## config.mk

```make
export PLATFORM = sky130hd
export DESIGN_NAME = fir_sum_stage
export DESIGN_NICKNAME = d
export VERILOG_FILES = /design/src/rtl/fir_sum_stage.sv
export SDC_FILE = /design/constraint.sdc
export NUM_CORES = 2
export LEC_CHECK = 0
export ABC_AREA = 1
export CAP_MARGIN = 20
export CELL_PAD_IN_SITES_DETAIL_PLACEMENT = 0
export CELL_PAD_IN_SITES_GLOBAL_PLACEMENT = 2
export CORE_ASPECT_RATIO = 1.2
export CORE_MARGIN = 10
export CORE_UTILIZATION = 37
export DETAILED_ROUTE_END_ITERATION = 7
export GPL_ROUTABILITY_DRIVEN = 0
export HOLD_SLACK_MARGIN = 0.15
export MAX_ROUTING_LAYER = met4
export PLACE_DENSITY_LB_ADDON = 0.1
export SLEW_MARGIN = 0
export SYNTH_ARGS = -nofsm -noshare
export SYNTH_HDL_FRONTEND = slang
export SYNTH_SLANG_ARGS = --single-unit
```

## constraint.sdc

```tcl
create_clock -name clk -period 33.4 [get_ports clk]
set_clock_uncertainty 0.15 [all_clocks]
set_input_delay 6.68 -clock clk [delete_from_list [all_inputs] [get_ports clk]]
set_output_delay 6.68 -clock clk [all_outputs]
set_load 0.05 [all_outputs]
```

## src/rtl/fir_sum_stage.sv

```systemverilog
// Eight-tap FIR summation back end: registered unsigned adder tree, then
// shift/saturate to a 16-bit result with a sticky saturation flag and a sample counter.
module fir_sum_stage #(
  parameter int NTAPS = 8,
  parameter int SHIFT = 15
) (
  input  logic                   clk,
  input  logic                   rst,
  input  logic                   valid_in,
  input  logic [NTAPS*32-1:0]    tap_bus,
  input  logic                   clr_flag,
  output logic [34:0]            sum_out,
  output logic [15:0]            y_out,
  output logic                   valid_out,
  output logic                   sat_flag,
  output logic [15:0]            sample_count
);

  localparam int NPAIR = NTAPS / 2;
  localparam int NQUAD = NTAPS / 4;

  // Valid-only flow (no ready): a stage loads its data when the valid
  // arriving from the previous stage is 1 and holds otherwise; its valid bit
  // simply follows the upstream valid one cycle later, so every cycle may carry data.

  logic                  s0_valid_q, s0_valid_d;
  logic [NTAPS*32-1:0]   s0_taps_q,  s0_taps_d;
  logic                  s1_valid_q, s1_valid_d;
  logic [32:0]           s1_sum_q [NPAIR];
  logic [32:0]           s1_sum_d [NPAIR];
  logic                  s2_valid_q, s2_valid_d;
  logic [33:0]           s2_sum_q [NQUAD];
  logic [33:0]           s2_sum_d [NQUAD];
  logic                  s3_valid_q, s3_valid_d;
  logic [34:0]           s3_sum_q,   s3_sum_d;

  logic                  valid_out_q,    valid_out_d;
  logic [34:0]           sum_out_q,      sum_out_d;
  logic [15:0]           y_out_q,        y_out_d;
  logic                  sat_flag_q,     sat_flag_d;
  logic [15:0]           sample_count_q, sample_count_d;

  logic [34:0]           shifted;
  logic                  over_range;
  logic                  sat_hit;
  logic [15:0]           y_sat;

  always_comb begin
    s0_valid_d = valid_in;
    s0_taps_d  = valid_in ? tap_bus : s0_taps_q;

    s1_valid_d = s0_valid_q;
    for (int k = 0; k < NPAIR; k++) begin
      s1_sum_d[k] = s1_sum_q[k];
      if (s0_valid_q)
        s1_sum_d[k] = {1'b0, s0_taps_q[64*k +: 32]} + {1'b0, s0_taps_q[64*k+32 +: 32]};
    end

    s2_valid_d = s1_valid_q;
    for (int k = 0; k < NQUAD; k++) begin
      s2_sum_d[k] = s2_sum_q[k];
      if (s1_valid_q)
        s2_sum_d[k] = {1'b0, s1_sum_q[2*k]} + {1'b0, s1_sum_q[2*k+1]};
    end

    s3_valid_d = s2_valid_q;
    s3_sum_d   = s2_valid_q ? ({1'b0, s2_sum_q[0]} + {1'b0, s2_sum_q[1]}) : s3_sum_q;

    // Truncating shift; anything left above bit 15 clamps to full scale.
    shifted    = s3_sum_q >> SHIFT;
    over_range = |shifted[34:16];
    y_sat      = over_range ? 16'hFFFF : shifted[15:0];
    sat_hit    = s3_valid_q && over_range;

    valid_out_d    = s3_valid_q;
    sum_out_d      = s3_valid_q ? s3_sum_q : sum_out_q;
    y_out_d        = s3_valid_q ? y_sat : y_out_q;
    sat_flag_d     = sat_hit | (sat_flag_q & ~clr_flag);
    sample_count_d = s3_valid_q ? sample_count_q + 16'd1 : sample_count_q;
  end

  always_ff @(posedge clk or posedge rst) begin
    if (rst) begin
      s0_valid_q     <= 1'b0;
      s0_taps_q      <= '0;
      s1_valid_q     <= 1'b0;
      for (int k = 0; k < NPAIR; k++) s1_sum_q[k] <= '0;
      s2_valid_q     <= 1'b0;
      for (int k = 0; k < NQUAD; k++) s2_sum_q[k] <= '0;
      s3_valid_q     <= 1'b0;
      s3_sum_q       <= '0;
      valid_out_q    <= 1'b0;
      sum_out_q      <= '0;
      y_out_q        <= '0;
      sat_flag_q     <= 1'b0;
      sample_count_q <= '0;
    end else begin
      s0_valid_q     <= s0_valid_d;
      s0_taps_q      <= s0_taps_d;
      s1_valid_q     <= s1_valid_d;
      for (int k = 0; k < NPAIR; k++) s1_sum_q[k] <= s1_sum_d[k];
      s2_valid_q     <= s2_valid_d;
      for (int k = 0; k < NQUAD; k++) s2_sum_q[k] <= s2_sum_d[k];
      s3_valid_q     <= s3_valid_d;
      s3_sum_q       <= s3_sum_d;
      valid_out_q    <= valid_out_d;
      sum_out_q      <= sum_out_d;
      y_out_q        <= y_out_d;
      sat_flag_q     <= sat_flag_d;
      sample_count_q <= sample_count_d;
    end
  end

  assign valid_out    = valid_out_q;
  assign sum_out      = sum_out_q;
  assign y_out        = y_out_q;
  assign sat_flag     = sat_flag_q;
  assign sample_count = sample_count_q;

endmodule

```

# Yosys cells after proc, flatten, opt, wreduce, memory -nomap -nowiden
# Index checks and enable logic that the tools add are counted.
# totals
mem_count,0
ramBits,0
elab_cells,31
mem_bits_ro,0
latchBits,0
register_bits,564
out_inout_bits,69
# op_classes
n_reduce_logical,2
n_mux,1
bitwise,3
n_lt_le_gt_ge,0
n_shift,0
div,0
add_sub_neg,8
eq_ne,0
mul,0
# ops
op,count
32-bit by 32-bit adder with 33-bit output,4
33-bit by 33-bit adder with 34-bit output,2
34-bit by 34-bit adder with 35-bit output,1
"16-bit by 1-bit adder with 16-bit output, second input constant",1
16-bit 2-to-1 mux,1
4-bit OR reduction,1
1-bit bitwise AND,1
1-bit logical AND,1
1-bit NOT,1
1-bit OR,1

# Logic depth before layout (Yosys ltp)
# logic_depth
depth_word,3
mapped_depth,15
mapped_depth_nobuf,15

# Worst setup path after synthesis
# OpenSTA, ideal clock, no wires.
# synth_path
kind,input to register
from,in valid_in
to,reg s0_taps_q[100]
t_arrival_ns,7.462
path_buffers,2
cell_stages,3
setup_slack_ns,25.663
path_cell_list,clkbuf_1 buf_2 mux2_2
# synth_rtl
element,line,text
from (decl),9,"input logic valid_in,"
to (signal assigned),99,s0_taps_q <= s0_taps_d;
to (decl),27,"logic [NTAPS*32-1:0] s0_taps_q, s0_taps_d;"
# No word-level cell between the ends.

==> results.toml <==
[power_and_ir_drop]
power_mw = 3.224
switchingPower_mw = 1.397
max-vdd-ir-drop_uv = 35.65
powerDensity_nw_per_um2 = 76.76
combPwrFrac_pct = 46.3
p_clk_share_pct = 23.0
seqPwrFrac_pct = 30.6
swShare_pct = 43.32
p_leak_nw = 20.85
power.internal_mw = 1.827

[placed_design]
hpwl_mm = 86.18
place_ws_ns = 23.57
io_buffers = 328
place_inst = 6034

[sta]
worst_pin_slew_ns = 0.9977
maxSlewHeadroom_pct = 33.26
tns_ns = 0
rsz0062_at_grt = "no"
drv_slew = 0
finalSetupViolCount = 0
hold_viol = 0
finalCriticalPeriod_ns = 9.083
hold_slack_ns = 0.3170
fmax_mhz = 110.1
final.setup.worst_slack_ns = 24.32
post-route-period-util_pct = 27.20

[floorplan]
die_h_um = 357.8
die_area_um2 = 107900
core-area_um2 = 94030
ios = 329
placementRows = 123
die_w_um = 301.5
start_util_pct = 37.42

[setup_path]
critPathBufInv = 4
slowest_stage = "buf_4"
ff2ff_path_depth = 5
r2r_end = "s1_sum_q[2]$_DFFE_PP0P_"
r2r_start = "s0_valid_q$_DFF_PP0_"
critPathMaxFanout = 117
r2r_setup_slack_ns = 30.56
crit_family = "buffers and inverters"
start_kind = "primary input"
critical_path_class = "primary input to async pin"
crit_chain = "clkdlybuf4s50_1 -> inv_8 -> buf_4 -> buf_4"
crit_top_cell = "buf_4"
critPathMaxStageDelay_ns = 0.82
arrival_ns = 9.55
crit_required_ns = 33.86
crit_path_end_kind = "async pin"

[min_path]
hold_path.class = "flop to flop"
hold_start = "sum_out[8]$_DFFE_PP0P_"
whs_path_depth = 2
hold_end = "sum_out[8]$_DFFE_PP0P_"

[clock_network]
postCtsSetupRepairBufs = 0
root_buffer = "clkbuf_16"
htreeDepth = 3
post_cts_resize_count = 0
path_clk_slew_ns = 0.05
cts.sinks = 564
worstSkewPairLatency_ns = 0.62
numCtsBuffers = 67
tritoncts = "done"
holdBufCountCts = 0
cts_buffer_depth = 3

[drt]
drc = 0
ant_nets = 0
drt-total-wl_mm = 106.4
num_vias = 29780
avgRoutedWirePerCell_um = 17.29
drtPass1Iterations = 5
via_per_inst = 4.841
drt_iter0_markers = 1435

[final_layout]
num-nets-final = 5349
instances_no_fill = 6151
n_antenna_cell = 0
nFillCells = 9773
area_growth_pct = 19.36
drive_gt1_share_pct = 8.631

[logic_synthesis]
synth_flop_cell = "dfrtp_1"
yosys.area_share.simple_pct = 25.66
yosys_warnings = 0
synth_compound_area_share_pct = 8.508
async_reset_ff_share_pct = 100.0
ys_top_cells_by_count = "nand2_1, dfrtp_1, inv_1"
seq_area_frac_synth_pct = 40.11
yosysMostFrequentCell = "nand2_1"
synth_top_area_share_pct = 40.11
synth_cells = 4532
syn_area_um2 = 35190
synth_fa_ha_area_share_pct = 8.540
synth_cell_types = 36
synth_seq_cells = 564
synth-edff-count = 0
yosysTopAreaCell = "dfrtp_1"
synth_mux_area_share_pct = 8.192
synth.area.top_cells = "dfrtp_1, nand2_1, mux2_2"
synth_top_family_by_area = "simple AND/OR/NAND/NOR gates"
synth_xor_area_share_pct = 2.713
synth.avg_cell_area_um2 = 7.765
syn_nets = 5028

[grt]
grt_first_pass_wirelength_mm = 170.0
grt.total_usage_pct = 20.31
antenna_found_initial = 1
grt_max_degree = 139
grt_overflow = 0
grt_pass1_vias = 30709

[run_status]
status = "finished clean"

[run]
maxCapViolCount = 0
-- registers in the layout (all words and copies together) (netlist names), 16 cells and up --
register / count
s3_sum_q: 35
sum_out: 35
s2_sum_q: 68
sample_count: 16
s0_taps_q: 256
y_out: 16
s1_sum_q: 132
-- how the worst max path moves through the flow --
stage               start                         to  slack (ns)  cells past startpoint
floorplan             rst   s0_taps_q[0]$_DFFE_PP0P_       10.80                      1
global route          rst  s0_taps_q[51]$_DFFE_PP0P_       23.88                      4
finish                rst  s0_taps_q[22]$_DFFE_PP0P_       24.32                      4
detailed placement    rst  s0_taps_q[21]$_DFFE_PP0P_       23.57                      4
CTS                   rst  s0_taps_q[32]$_DFFE_PP0P_       24.25                      4
global placement      rst  s0_taps_q[21]$_DFFE_PP0P_       23.61                      4
-- cells by family after synthesis --
logic type	after synthesis
adders and majority gates	236
xor gates and xnor gates	109
and+or+nand+nor	2212
muxes	256
buffers and inverters	576
DFF	564
AOI/OAI and AO/OA	579
-- per-layer routing --
| metal | share of wire (%) | vias up | routed length [um] | GRT usage [%] |
|---|---|---|---|---|
| met4 | 1.8 | 0 | 1929 | 4.371 |
| met5 | 0 | - | 0 | - |
| li1 | - | 15377 | - | - |
| met2 | 48 | 446 | 51370 | 34.45 |
| met3 | 3.9 | 102 | 4101 | 3.070 |
| met1 | 46 | 13855 | 48980 | 25.38 |
-- cells in the final DEF, fill, tap and decap left out, types with 19 or more instances in the layout --
| master | n |
|---|---|
| mux2_2 | 256 |
| nand3b_1 | 26 |
| nor2_1 | 299 |
| clkbuf_16 | 71 |
| dfrtp_1 | 562 |
| nor3_1 | 19 |
| xor2_1 | 20 |
| nand2_1 | 1503 |
| xnor2_1 | 89 |
| o21ai_0 | 256 |
| nand3_1 | 284 |
| a21oi_1 | 276 |
| clkdlybuf4s50_1 | 327 |
| inv_1 | 483 |
| nand4_1 | 27 |
| ha_1 | 229 |
-- power groups by stage --
stage | clock network [mW] | registers (mW) | logic (mW)
after global placement | 0 | 0.996 | 1.51
final | 0.743 | 0.987 | 1.49
after global routing | 0.797 | 1.01 | 1.70
after floorplan | 0 | 1.03 | 0.972
after detailed placement | 0 | 1.00 | 1.51
after CTS | 0.766 | 0.990 | 1.52
-- worst min-delay path, cell delays in order (launching register included) --
cell	delay (ns)
dfrtp_1	0.34
nand2_1	0.05
nand2_1	0.05
-- cell type report --
cell class | count | area [um^2] | share of cell area (%)
tap | 1250 | 1564 | 3.723
clock buffer | 94 | 1973 | 4.698
sequential | 564 | 14120 | 33.61
clock inverter | 23 | 244.0 | 0.5809
multi-input combinational | 3392 | 18870 | 44.92
inverter | 487 | 1838 | 4.376
timing repair buffer | 341 | 3398 | 8.090
-- through the flow --
step	utilization (%)	instance area, um^2
detailed placement	42.31	39790
global placement	42.31	39790
floorplan	-	35190
global route	44.67	42000
finish	44.67	42000
CTS	44.67	42000
Note: power is estimated with default switching activity, not from simulation.
